$ cat src/rtl/mult_pkg.sv
// Shared definitions for the shift-and-add multiplier: FSM states and default width.
// SIGNED_MULT_EN adds the SIGN state used for two's-complement results.
package mult_pkg;

  localparam int unsigned MULT_WIDTH_DEF = 4;

`ifdef SIGNED_MULT_EN
  typedef enum logic [1:0] {
    IDLE = 2'd0,
    BUSY = 2'd1,
    DONE = 2'd2,
    SIGN = 2'd3
  } mult_state_e;
`else
  typedef enum logic [1:0] {
    IDLE = 2'd0,
    BUSY = 2'd1,
    DONE = 2'd2
  } mult_state_e;
`endif

endpackage

$ cat src/rtl/ripple_add_n.sv
// N-bit ripple-carry adder with carry-out, used for the partial-product add.
module ripple_add_n
  import mult_pkg::*;
#(
  parameter int unsigned N = MULT_WIDTH_DEF
) (
  input  logic [N-1:0] x,
  input  logic [N-1:0] y,
  output logic [N-1:0] sum,
  output logic         cout
);

  logic [N:0] carry;

  assign carry[0] = 1'b0;

  for (genvar i = 0; i < N; i++) begin : g_fa
    assign sum[i]       = x[i] ^ y[i] ^ carry[i];
    assign carry[i + 1] = (x[i] & y[i]) | (carry[i] & (x[i] ^ y[i]));
  end

  assign cout = carry[N];

endmodule

$ cat src/rtl/shift_add_mult.sv
// Sequential shift-and-add multiplier with valid/ready handshakes on both sides.
// Define SIGNED_MULT_EN for two's-complement operands (adds one SIGN cycle).
module shift_add_mult
  import mult_pkg::*;
#(
  parameter int unsigned WIDTH = MULT_WIDTH_DEF
) (
  input  logic                 clk,
  input  logic                 resetn,
  input  logic                 in_valid,
  output logic                 in_ready,
  input  logic [WIDTH-1:0]     a,
  input  logic [WIDTH-1:0]     b,
  output logic                 out_valid,
  input  logic                 out_ready,
  output logic [2*WIDTH-1:0]   p
);

  localparam int unsigned CNT_W = $clog2(WIDTH + 1);
  localparam int unsigned ACC_W = 2 * WIDTH;

  mult_state_e       state_q;
  logic [CNT_W-1:0]  cnt_q;
  logic [WIDTH-1:0]  mcand_q;
  logic [WIDTH-1:0]  mplier_q;
  logic [ACC_W-1:0]  acc_q;
  logic              in_ready_q;
  logic              out_valid_q;
`ifdef SIGNED_MULT_EN
  logic              neg_q;
`endif

  logic [WIDTH-1:0]  addend_c;
  logic [WIDTH-1:0]  sum_c;
  logic              carry_c;

  // Partial product: multiplicand gated by the current multiplier LSB, added to the upper half.
  assign addend_c = mcand_q & {WIDTH{mplier_q[0]}};

  ripple_add_n #(
    .N (WIDTH)
  ) u_add (
    .x    (acc_q[ACC_W-1:WIDTH]),
    .y    (addend_c),
    .sum  (sum_c),
    .cout (carry_c)
  );

  always_ff @(posedge clk) begin
    if (!resetn) begin
      state_q     <= IDLE;
      cnt_q       <= '0;
      mcand_q     <= '0;
      mplier_q    <= '0;
      acc_q       <= '0;
      in_ready_q  <= 1'b1;
      out_valid_q <= 1'b0;
`ifdef SIGNED_MULT_EN
      neg_q       <= 1'b0;
`endif
    end else begin
      case (state_q)
        IDLE: begin
          if (in_valid) begin
`ifdef SIGNED_MULT_EN
            // Magnitudes fit WIDTH bits unsigned, including the most-negative value.
            mcand_q  <= a[WIDTH-1] ? (~a + WIDTH'(1)) : a;
            mplier_q <= b[WIDTH-1] ? (~b + WIDTH'(1)) : b;
            neg_q    <= a[WIDTH-1] ^ b[WIDTH-1];
`else
            mcand_q  <= a;
            mplier_q <= b;
`endif
            cnt_q      <= '0;
            acc_q      <= '0;
            in_ready_q <= 1'b0;
            state_q    <= BUSY;
          end
        end
        BUSY: begin
          acc_q    <= {carry_c, sum_c, acc_q[WIDTH-1:1]};
          mplier_q <= mplier_q >> 1;
          cnt_q    <= cnt_q + CNT_W'(1);
          if (cnt_q == CNT_W'(WIDTH - 1)) begin
`ifdef SIGNED_MULT_EN
            state_q     <= SIGN;
`else
            state_q     <= DONE;
            out_valid_q <= 1'b1;
`endif
          end
        end
`ifdef SIGNED_MULT_EN
        SIGN: begin
          if (neg_q) begin
            acc_q <= ~acc_q + ACC_W'(1);
          end
          state_q     <= DONE;
          out_valid_q <= 1'b1;
        end
`endif
        DONE: begin
          if (out_ready) begin
            out_valid_q <= 1'b0;
            in_ready_q  <= 1'b1;
            state_q     <= IDLE;
          end
        end
        default: begin
          state_q     <= IDLE;
          in_ready_q  <= 1'b1;
          out_valid_q <= 1'b0;
        end
      endcase
    end
  end

  assign in_ready  = in_ready_q;
  assign out_valid = out_valid_q;
  assign p         = acc_q;

endmodule

$ cat config.mk
export PLATFORM = sky130hd
export DESIGN_NAME = shift_add_mult
export DESIGN_NICKNAME = d
export VERILOG_FILES = /design/src/rtl/mult_pkg.sv /design/src/rtl/ripple_add_n.sv /design/src/rtl/shift_add_mult.sv
export SDC_FILE = /design/constraint.sdc
export NUM_CORES = 1
export LEC_CHECK = 0
export ABC_AREA = 0
export CAP_MARGIN = 20
export CORE_ASPECT_RATIO = 1.5
export CORE_MARGIN = 2
export CORE_UTILIZATION = 28
export CTS_CLUSTER_SIZE = 14
export DETAILED_ROUTE_END_ITERATION = 8
export GPL_ROUTABILITY_DRIVEN = 1
export PLACE_DENSITY = 0.52
export SLEW_MARGIN = 0
export SYNTH_ARGS = -nofsm -noshare
export SYNTH_HDL_FRONTEND = slang
export SYNTH_SLANG_ARGS = --single-unit
$ cat constraint.sdc
create_clock -name clk -period 2.3 [get_ports clk]
set_input_delay 0.69 -clock clk [delete_from_list [all_inputs] [get_ports clk]]
set_output_delay 0.69 -clock clk [all_outputs]
set_load 0.005 [all_outputs]
==> results.md, run 1 <==
* Final setup vio count at 0
* Detailed Route WL at around 2000 µm
* Fraction of registers with async set/reset at 0%
* Post-DP HPWL at approximately 1500 µm
* Hold path depth at 2
* CP max stage delay at approximately 0.43 ns
* Mapped Area at 1020 µm²
* Die Height at between 70 and 80 µm
* Final worst path period share at 92.4%
* Biggest area consumer among synthesized cells: dfxtp_1
* Via density at around 4.6
* Rows at 26
* Clock Sinks at 23
* Worst R2R End: p[6]$_SDFFE_PN0P_
* Grt total ovfl at 0
* Worst vdd ir at ~310 µV
* Hold Path Origin: mplier_q[3]$_SDFFE_PN0P_
* CP Buf/Inv Count at 3
* CTS Buf Count at 3
* Slew Viols, Final at 0
* R2r setup slk at approximately 0.17 ns
* Setup TNS at 0 ns
* Worst EP arrival at roughly 2.3 ns
* Initial Utilization at ~30%
* Pre-antenna DRT Iters at 4
* Top Ports at 22
* Most common cell in the netlist: dfxtp_1
* 1st-iter DRT viols at 22
* Pin count of the biggest net entering global routing at 19
* Leak Pwr at 0.470 nW
* Area growth syn-to-layout at 28.3%
* Die ar. at about 4200 µm²
* DR WL/cell at 11.5 µm
* Yosys Warn Count at 0
* CTS resizes at 0
* Die Wd at around 53 µm
* Clk slew on worst S/H paths at 0.08 ns
* CP cell instances: and2_1 > ha_1 > inv_1 > fa_1 > inv_1 > fa_1 > inv_1 > fa_1 > o32ai_1
* CTS root buf: clkbuf_8
* Worst clock skew at 0.00349 ns
* Area contributors post-synth: dfxtp_1 (45%), nand2_1 (7.7%), fa_1 (5.9%)
* Worst EP required at ~2.5 ns
* Ys flop type: dfxtp_1
* Reg2reg start: mplier_q[0]$_SDFFE_PN0P_
* DR DRC count at 0
* Total track usage at between 10% and 20%
* Clk_lat worst skew at 0.26 ns
* Commonest cells post-synth: dfxtp_1 (23), nand2_1 (21), inv_1 (8)
* RSZ-0062 raised after global routing: no
* #FFs+latches synth at 23
* Synth Area per Inst at 9.20 µm²
* CP max FO at 5
* Share of layout cells above drive strength 1 at a little under a tenth
* Mapped Cells at around 110
* Hold endpoint: mplier_q[3]$_SDFFE_PN0P_
* Min Clock Period, post-route at 2.13 ns
* Worst path slowest cell: fa_1
* R2R cell count at 9
* First-pass GRT wire length at roughly 3500 µm
* Core box area at about 3400 µm²
* Top achievable clock speed at around 0.47 GHz
* Placed Instances at 170
* # hold bufs at CTS at 0
* Syn Nets at around 130
* Routed Antenna Nets at 0
* Critical Path End Type: flop
* Initial antenna violation count at 0
* Yosys cell types at 26
* Number of flops mapped to enable cells by yosys at 0
* Status: finished clean
* Sequential cell area fraction in the yosys report at 45.1%
* Synth top area share at between 40 and 50%
* Post-layout net count at 151
* Vias at ~800
* CTS tree: built
* Nature of the critical path startpoint: flop
* Hold Crit Class: reg2reg
* Clock Path Buffers at 2
* CP delay by family, top: adder cells
* GPL Wtd Cong at roughly 0.74
* Hold Vio Cnt, Final at 0
* Max cap viols at 0
* IO Port Bufs at 21
* Post-CTS Setup Repair Bufs at 0
* Worst slew pin tran at about 0.44 ns
* Worst Setup Path Type: reg2reg
* Post-Layout Cell Count at 174
* Slew HR at around 71%
* Pwr Density at between 500 and 600 nW/µm²
* Htree depth at 1
* Vias in the first global route at approximately 790
* Antenna cells at 0
==> power by group <==
| part | switching [mW] | internal, mW |
|---|---|---|
| registers | 0.0124 | 0.413 |
| logic | 0.0400 | 0.0450 |
| clock network | 0.125 | 0.121 |
| total | 0.178 | 0.579 |
==> stage by stage <==
step | hold slack [ns] | power, mW | setup WS, ns | util (%) | instance area, µm²
floorplan | 0.428 | 0.486 | 0.310 | - | 1020
global placement | 0.441 | 0.521 | 0.261 | 36.6 | 1260
detailed placement | 0.444 | 0.522 | 0.196 | 36.6 | 1260
CTS | 0.454 | 0.768 | 0.163 | 38.0 | 1310
global route | 0.476 | 0.800 | 0.0378 | 38.0 | 1310
finish | 0.449 | 0.757 | 0.174 | 38.0 | 1310
==> worst max path at each step <==
stage,start,end,slack (ns),cells after the start
CTS,mplier_q[0]$_SDFFE_PN0P_,p[6]$_SDFFE_PN0P_,0.16,9
global placement,mplier_q[0]$_SDFFE_PN0P_,p[6]$_SDFFE_PN0P_,0.26,9
detailed placement,mplier_q[0]$_SDFFE_PN0P_,p[6]$_SDFFE_PN0P_,0.20,9
floorplan,mplier_q[0]$_SDFFE_PN0P_,p[6]$_SDFFE_PN0P_,0.31,9
finish,mplier_q[0]$_SDFFE_PN0P_,p[6]$_SDFFE_PN0P_,0.17,9
global route,mplier_q[0]$_SDFFE_PN0P_,p[6]$_SDFFE_PN0P_,0.04,9
==> registers in the layout, indices dropped and copies added, names as in the netlist <==
| name | flops |
|---|---|
| mplier_q | 4 |
| p | 8 |
| mcand_q | 4 |
| state_q | 2 |
| in_ready | 1 |
| out_valid | 1 |
| cnt_q | 3 |
==> layer usage <==
| layer | part of all wire [%] | up-vias | GRT usage [%] |
|---|---|---|---|
| met4 | 1.1 | 0 | 4.62 |
| met2 | 49 | 13 | 17.5 |
| li1 | - | 420 | - |
| met3 | 3.6 | 2 | 1.73 |
| met5 | 0 | - | 0 |
| met1 | 46 | 367 | 14.0 |
==> logic make-up after synthesis <==
group | after synthesis | share of synthesized area, %
adders and majority gates | 6 | 9.56
AOI/OAI and AO/OA | 23 | 15.3
muxes | 5 | 5.39
DFF | 23 | 45.1
and+or+nand+nor | 38 | 16.8
buffers and inverters | 16 | 7.84
==> worst reg2reg max path, cell delays in order, from the launching register on <==
cell	delay (ns)
dfxtp_1	0.39
and2_1	0.14
ha_1	0.13
inv_1	0.05
fa_1	0.35
inv_1	0.07
fa_1	0.16
inv_1	0.05
fa_1	0.43
o32ai_1	0.27
==> cell type report <==
cell class | instances | area, µm²
Sequential cell | 23 | 460
Inverter | 8 | 30.0
Fill cell | 377 | 2140
Clock buffer | 3 | 41.3
Timing Repair Buffer | 25 | 240
Tap cell | 42 | 52.6
Clock inverter | 1 | 5.00
Multi-Input combinational cell | 72 | 480
==> cells in the final DEF (no fill, tap or decap), drive strengths merged <==
| master | Yosys | final |
|---|---|---|
| fa | 3 | 3 |
| o21ai | 6 | 6 |
| o22ai | 6 | 6 |
| nor3 | 1 | 1 |
| a21oi | 1 | 1 |
| a211oi | 3 | 3 |
| ha | 3 | 3 |
| mux2i | 4 | 4 |
| nand2b | 1 | 1 |
| dfxtp | 23 | 23 |
| or2 | 1 | 1 |
| nor2 | 6 | 6 |
| nand2 | 21 | 21 |
| nand3 | 5 | 5 |
| inv | 8 | 8 |
| nor3b | 1 | 1 |
| clkbuf | 2 | 3 |
| o32ai | 5 | 5 |
| o21a | 1 | 1 |
| and2 | 2 | 2 |
| o21ba | 1 | 1 |
| clkdlybuf4s50 | 0 | 21 |
| clkinv | 0 | 1 |
| buf | 6 | 4 |
| mux2 | 1 | 1 |
Note: power is estimated with default switching activity, not from simulation.
==> inputs of run 2 (changes only) <==
CAP_MARGIN = unset   (was 20)
==> results of run 2 <==
The final DEF is identical to that of run 1; final timing and power are the same.
